### config.mk
export PLATFORM = sky130hd
export DESIGN_NAME = cms_trace_fifo
export DESIGN_NICKNAME = d
export VERILOG_FILES = /design/src/rtl/cms_trace_fifo.sv
export SDC_FILE = /design/constraint.sdc
export NUM_CORES = 1
export LEC_CHECK = 0
export BUFFER_PORTS_ARGS = -buffer_cell sky130_fd_sc_hd__buf_2
export CELL_PAD_IN_SITES_DETAIL_PLACEMENT = 1
export CELL_PAD_IN_SITES_GLOBAL_PLACEMENT = 1
export CORE_UTILIZATION = 34
export DETAILED_ROUTE_END_ITERATION = 7
export GPL_ROUTABILITY_DRIVEN = 0
export PLACE_DENSITY = 0.6
export SYNTH_ARGS = -nofsm -noshare
export SYNTH_HDL_FRONTEND = slang
export SYNTH_SLANG_ARGS = --single-unit
### constraint.sdc
create_clock -name clk -period 13.6 [get_ports clk]
set_input_delay 4.08 -clock clk [delete_from_list [all_inputs] [get_ports clk]]
set_output_delay 4.08 -clock clk [all_outputs]
set_load 0.01 [all_outputs]
### src/rtl/cms_trace_fifo.sv
// rtl/cms_trace_fifo.sv - trace packet FIFO between the monitor stream and the DMA stream
//
// First-word-fall-through FIFO for the monitor's trace packets. Each entry stores
// {tlast, tdata}. It reports the current fill level and a high-water mark.
//
// Optional feature macro: CMS_TRACE_FIFO_DROP_ON_FULL_EN
//   With the macro, the input never stalls. Packets offered while the FIFO is full,
//   or during a flush, are counted in drop_count. The next stored packet is then
//   marked with tlast=1.
//   Without the macro, the input back-pressures through S_AXIS_tready and
//   drop_count is 0.
//
// Ports:
//   clk, rst_n            clock, asynchronous active-low reset
//   flush                 synchronous clear of contents (high_water and drop_count kept)
//   S_AXIS_t*             input stream from the monitor (tdata = {pc, instr})
//   M_AXIS_t*             output stream to the DMA/host port
//   level                 current entry count, 0..DEPTH
//   high_water            maximum level since reset
//   drop_count            discarded packets (optional feature only)

module cms_trace_fifo #(
  parameter int DATA_WIDTH = 96,
  parameter int DEPTH = 16,
  localparam int ADDR_W = $clog2(DEPTH)
) (
  input  logic                  clk,
  input  logic                  rst_n,
  input  logic                  flush,
  input  logic                  S_AXIS_tvalid,
  output logic                  S_AXIS_tready,
  input  logic [DATA_WIDTH-1:0] S_AXIS_tdata,
  input  logic                  S_AXIS_tlast,
  output logic                  M_AXIS_tvalid,
  input  logic                  M_AXIS_tready,
  output logic [DATA_WIDTH-1:0] M_AXIS_tdata,
  output logic                  M_AXIS_tlast,
  output logic [ADDR_W:0]       level,
  output logic [ADDR_W:0]       high_water,
  output logic [31:0]           drop_count
);

  localparam logic [ADDR_W:0] PTR_ONE = {{ADDR_W{1'b0}}, 1'b1};

  logic [DATA_WIDTH:0] mem [DEPTH];
  logic [DATA_WIDTH:0] head;
  logic [ADDR_W:0]     wr_ptr_q, wr_ptr_d;
  logic [ADDR_W:0]     rd_ptr_q, rd_ptr_d;
  logic [ADDR_W:0]     high_water_q, high_water_d;
  logic [ADDR_W:0]     level_d;
  logic                empty, full, push, pop, wr_tlast;

  // The extra pointer MSB separates full from empty when the index bits match.
  assign empty = (wr_ptr_q == rd_ptr_q);
  assign full  = (wr_ptr_q[ADDR_W] != rd_ptr_q[ADDR_W]) &&
                 (wr_ptr_q[ADDR_W-1:0] == rd_ptr_q[ADDR_W-1:0]);

  // flush wins over an offered packet, so a packet offered during a flush is never stored.
  assign push = S_AXIS_tvalid & ~full & ~flush;
  assign pop  = M_AXIS_tvalid & M_AXIS_tready;

`ifdef CMS_TRACE_FIFO_DROP_ON_FULL_EN
  logic [31:0] drop_count_q, drop_count_d;
  logic        drop_pending_q, drop_pending_d;
  logic        drop;

  assign S_AXIS_tready = 1'b1;
  assign drop          = S_AXIS_tvalid & (full | flush);
  // The first stored packet after a gap closes the packet, so software sees a boundary.
  assign wr_tlast      = S_AXIS_tlast | drop_pending_q;
  assign drop_count    = drop_count_q;

  always_comb begin
    drop_count_d   = drop_count_q;
    drop_pending_d = drop_pending_q;
    if (drop) begin
      drop_pending_d = 1'b1;
      if (drop_count_q != 32'hFFFF_FFFF) begin
        drop_count_d = drop_count_q + 32'd1;
      end
    end else if (push) begin
      drop_pending_d = 1'b0;
    end
  end

  always_ff @(posedge clk or negedge rst_n) begin
    if (!rst_n) begin
      drop_count_q   <= 32'd0;
      drop_pending_q <= 1'b0;
    end else begin
      drop_count_q   <= drop_count_d;
      drop_pending_q <= drop_pending_d;
    end
  end
`else
  // full is computed from registered pointers only. A pop never opens a slot in the same cycle.
  assign S_AXIS_tready = ~full;
  assign wr_tlast      = S_AXIS_tlast;
  assign drop_count    = 32'd0;
`endif

  always_comb begin
    wr_ptr_d = wr_ptr_q;
    rd_ptr_d = rd_ptr_q;
    if (flush) begin
      wr_ptr_d = '0;
      rd_ptr_d = '0;
    end else begin
      if (push) wr_ptr_d = wr_ptr_q + PTR_ONE;
      if (pop)  rd_ptr_d = rd_ptr_q + PTR_ONE;
    end
    level_d      = wr_ptr_d - rd_ptr_d;
    // level never exceeds DEPTH, so high_water also saturates at DEPTH.
    high_water_d = (level_d > high_water_q) ? level_d : high_water_q;
  end

  always_ff @(posedge clk or negedge rst_n) begin
    if (!rst_n) begin
      wr_ptr_q     <= '0;
      rd_ptr_q     <= '0;
      high_water_q <= '0;
    end else begin
      wr_ptr_q     <= wr_ptr_d;
      rd_ptr_q     <= rd_ptr_d;
      high_water_q <= high_water_d;
    end
  end

  // The storage array has no reset. Its contents are only visible through the gated head below.
  always_ff @(posedge clk) begin
    if (push) mem[wr_ptr_q[ADDR_W-1:0]] <= {wr_tlast, S_AXIS_tdata};
  end

  assign head          = mem[rd_ptr_q[ADDR_W-1:0]];
  assign M_AXIS_tvalid = ~empty;
  // Zero the head while empty so the outputs have defined values out of reset.
  assign M_AXIS_tdata  = empty ? '0 : head[DATA_WIDTH-1:0];
  assign M_AXIS_tlast  = empty ? 1'b0 : head[DATA_WIDTH];
  assign level         = wr_ptr_q - rd_ptr_q;
  assign high_water    = high_water_q;

endmodule
==> run summary <==
CP Launch Type -> register
die area -> 0.1790 mm^2
crit-path max FO -> 65
starting density of the core -> 34.23%
maximum capacitance violations -> 0
count of unique library cells instantiated by Yosys -> 36
crit path DAT -> 5.10 ns
Tot Pwr -> 0.01107 W
Syn Area/Cell -> 24.61 um^2
Setup CP Type -> register to primary output
Core Rows -> 154
Area after DPL -> 0.06416 mm^2
Synth async-reset ratio -> 0.9572%
CTS Buffer Depth -> 3
PortBufs -> 210
VDD IR max -> 0.1064 mV
Fill cells -> 16.54k
Layout Skew -> 0.03040 ns
Synthesis Warnings -> 0
CP cell instances -> buf_4, buf_4, mux4_2, mux4_2, and2_1, buf_2
Period Utilization, post-route -> 67.51%
core area -> 0.1761 mm^2
antenna violations before repair -> 42
RSZ-0062 raised after global routing -> false
slowest cell on the critical path -> dfrtp_4
Main synth FF type -> edfxtp_1
remaining global-route overflow -> 0
number of global-route vias before repair -> 29.49k
clk sink count -> 1,567
crit path capture type -> primary output
cell count after placement -> 4,915
Slew headroom -> 26.55%
area delta synth->final -> 14.77%
post-cts sizing count -> 0
Slew Viols, Final -> 0
Post-CTS Hold Buffers -> 0
Worst EP required -> 9.52 ns
non-filler cells, final -> 5,215
initial DRC count -> 2,208
H-Tree Depth -> 4
hpwl dp -> 71.09 mm
fmax -> 108.9 MHz
Mapped Area -> 0.06029 mm^2
Die Height -> 423.1 um
IO Pins -> 243
CTS Buf Count -> 162
Clk pin slew, worst setup/hold paths -> 0.06 ns
Die W -> 423.1 um
worst hold path class -> register to register
ANT nets after route -> 0
EDFF count, synth -> 1,552
nets -> 2,861
CTS tree -> yes
Mapped Cells -> 2,450
outcome -> complete, no violations
Avg WL per Cell -> 28.62 um
Final Hold Viols -> 0
Final Cell Area -> 0.06920 mm^2
static leakage -> 21.27 nW
Least-Margin Pin Slew -> 1.102 ns
buffers inserted by post-CTS timing repair -> 0
Util after Layout -> 39.29%
first-pass GRT wire length -> 213.1 mm
Seq/Total Area, Yosys -> 77.92%
biggest cell delay along the critical path -> 1.08 ns
Total Wirelength -> 149.3 mm
Total GRT Usage -> 16.67%
first-pass detailed-route iteration total -> 5
DR vias -> 26.78k
Tmin final -> 9.181 ns
DRC viols -> 0
Cell Pwr Density -> 159.9 mW/mm^2
clk root buf -> clkbuf_16
vias per inst -> 5.135
largest net degree at the start of global routing -> 147
share of cells above drive strength 1 -> 33.95%
Seq cells post-synth -> 1,567
worst skew pair latency -> 0.79 ns
Final TNS setup -> 0 ns
setup violators final -> 0
[worst max-delay path, delay by kind of cell (launching register included)]
kind	cells	cell delay, ns
buffers and inverters	3	1.90
DFF	1	1.08
muxes	2	0.90
and+or+nand+nor	1	0.24
[worst paths after layout]
kind | start | end | slack (ns) | depth (start not counted)
setup / recovery | rd_ptr_q[1] | M_AXIS_tdata[36] | 4.42 | 6
hold / removal | high_water[4] | high_water[4] | 0.57 | 1
setup reg to reg | rd_ptr_q[1] | high_water[4] | 7.25 | 17
hold reg to reg | high_water[4] | high_water[4] | 0.57 | 1
max in group asynchronous | rst_n | rd_ptr_q[1] | 10.06 | 1
min in group asynchronous | rst_n | wr_ptr_q[4] | 3.21 | 1
[power by group]
part | total, W | switching [W] | internal (W) | leakage [nW]
sequential | 0.00538 | 0.0000340 | 0.00535 | 14.2
combinational | 0.00145 | 0.000737 | 0.000708 | 4.64
clock | 0.00424 | 0.00187 | 0.00237 | 2.45
total | 0.0111 | 0.00264 | 0.00843 | 21.3
[cell usage after synthesis (6+ instances only)]
master,n,area (um^2)
and2_1,98,613.1
buf_6,12,135.1
ha_1,18,225.2
inv_1,17,63.81
mux4_2,485,10920
buf_4,32,240.2
nor2_1,23,86.33
clkbuf_1,81,304.0
xor2_1,6,52.55
dfrtp_1,15,375.4
nand2_1,13,48.80
edfxtp_1,1552,46600
a21oi_1,9,45.04
buf_2,31,155.2
xnor2_1,10,87.58
[registers in the layout, indices dropped and copies added, names as in the netlist]
signal and count:
wr_ptr_q 5, rd_ptr_q 5, mem 1552, high_water 5
[cell families (layout without fill, tap and decap cells)]
family	Yosys count	after routing	synth area share [%]
mux	489	489	18.19
fa+ha+maj	20	20	0.4400
flops	1567	1567	77.92
simple gates	159	159	1.486
other cells	1	38	0.006220
compound gates	22	22	0.2200
xor+xnor	16	16	0.2324
buf+inv	176	564	1.509
[area by class of cell]
type	count	area [um^2]	area share [%]
Sequential cell	1567	46990	67.91
Multi-Input combinational cell	738	12640	18.26
Clock buffer	202	4225	6.106
Tap cell	2340	2928	4.231
Timing Repair Buffer	251	1521	2.199
Clock inverter	92	802.0	1.159
Inverter	19	78.83	0.1139
Antenna cell	6	15.01	0.02170
[cells in the final DEF, fill, tap and decap left out, drive strengths merged, types with 5 or more instances in the layout]
master,count
xor2,6
diode,6
o21ai,5
conb,32
xnor2,10
inv,28
nand3,5
edfxtp,1552
nand2b,5
nand2,13
dfrtp,15
mux4,485
buf,251
nor2,23
clkinv,72
a21oi,9
clkbuf,202
bufinv,8
and2,99
ha,18
[metrics by stage]
stage	hold WS (ns)	setup WS, ns
after floorplan	0.5638	1.841
after global routing	0.5893	4.168
final	0.5689	4.419
after detailed placement	0.5445	5.202
after CTS	0.5584	4.280
after global placement	0.5107	5.284
[layer usage]
| layer | GRT usage, % | wire length (um) | vias up |
|---|---|---|---|
| met2 | 28.71 | 76780 | 701 |
| met4 | 4.753 | 3552 | 28 |
| met1 | 21.30 | 61550 | 14780 |
| met3 | 3.315 | 7203 | 257 |
| met5 | 0 | 177 | - |
| li1 | - | - | 11010 |
Power figures use the tool's default switching activity.
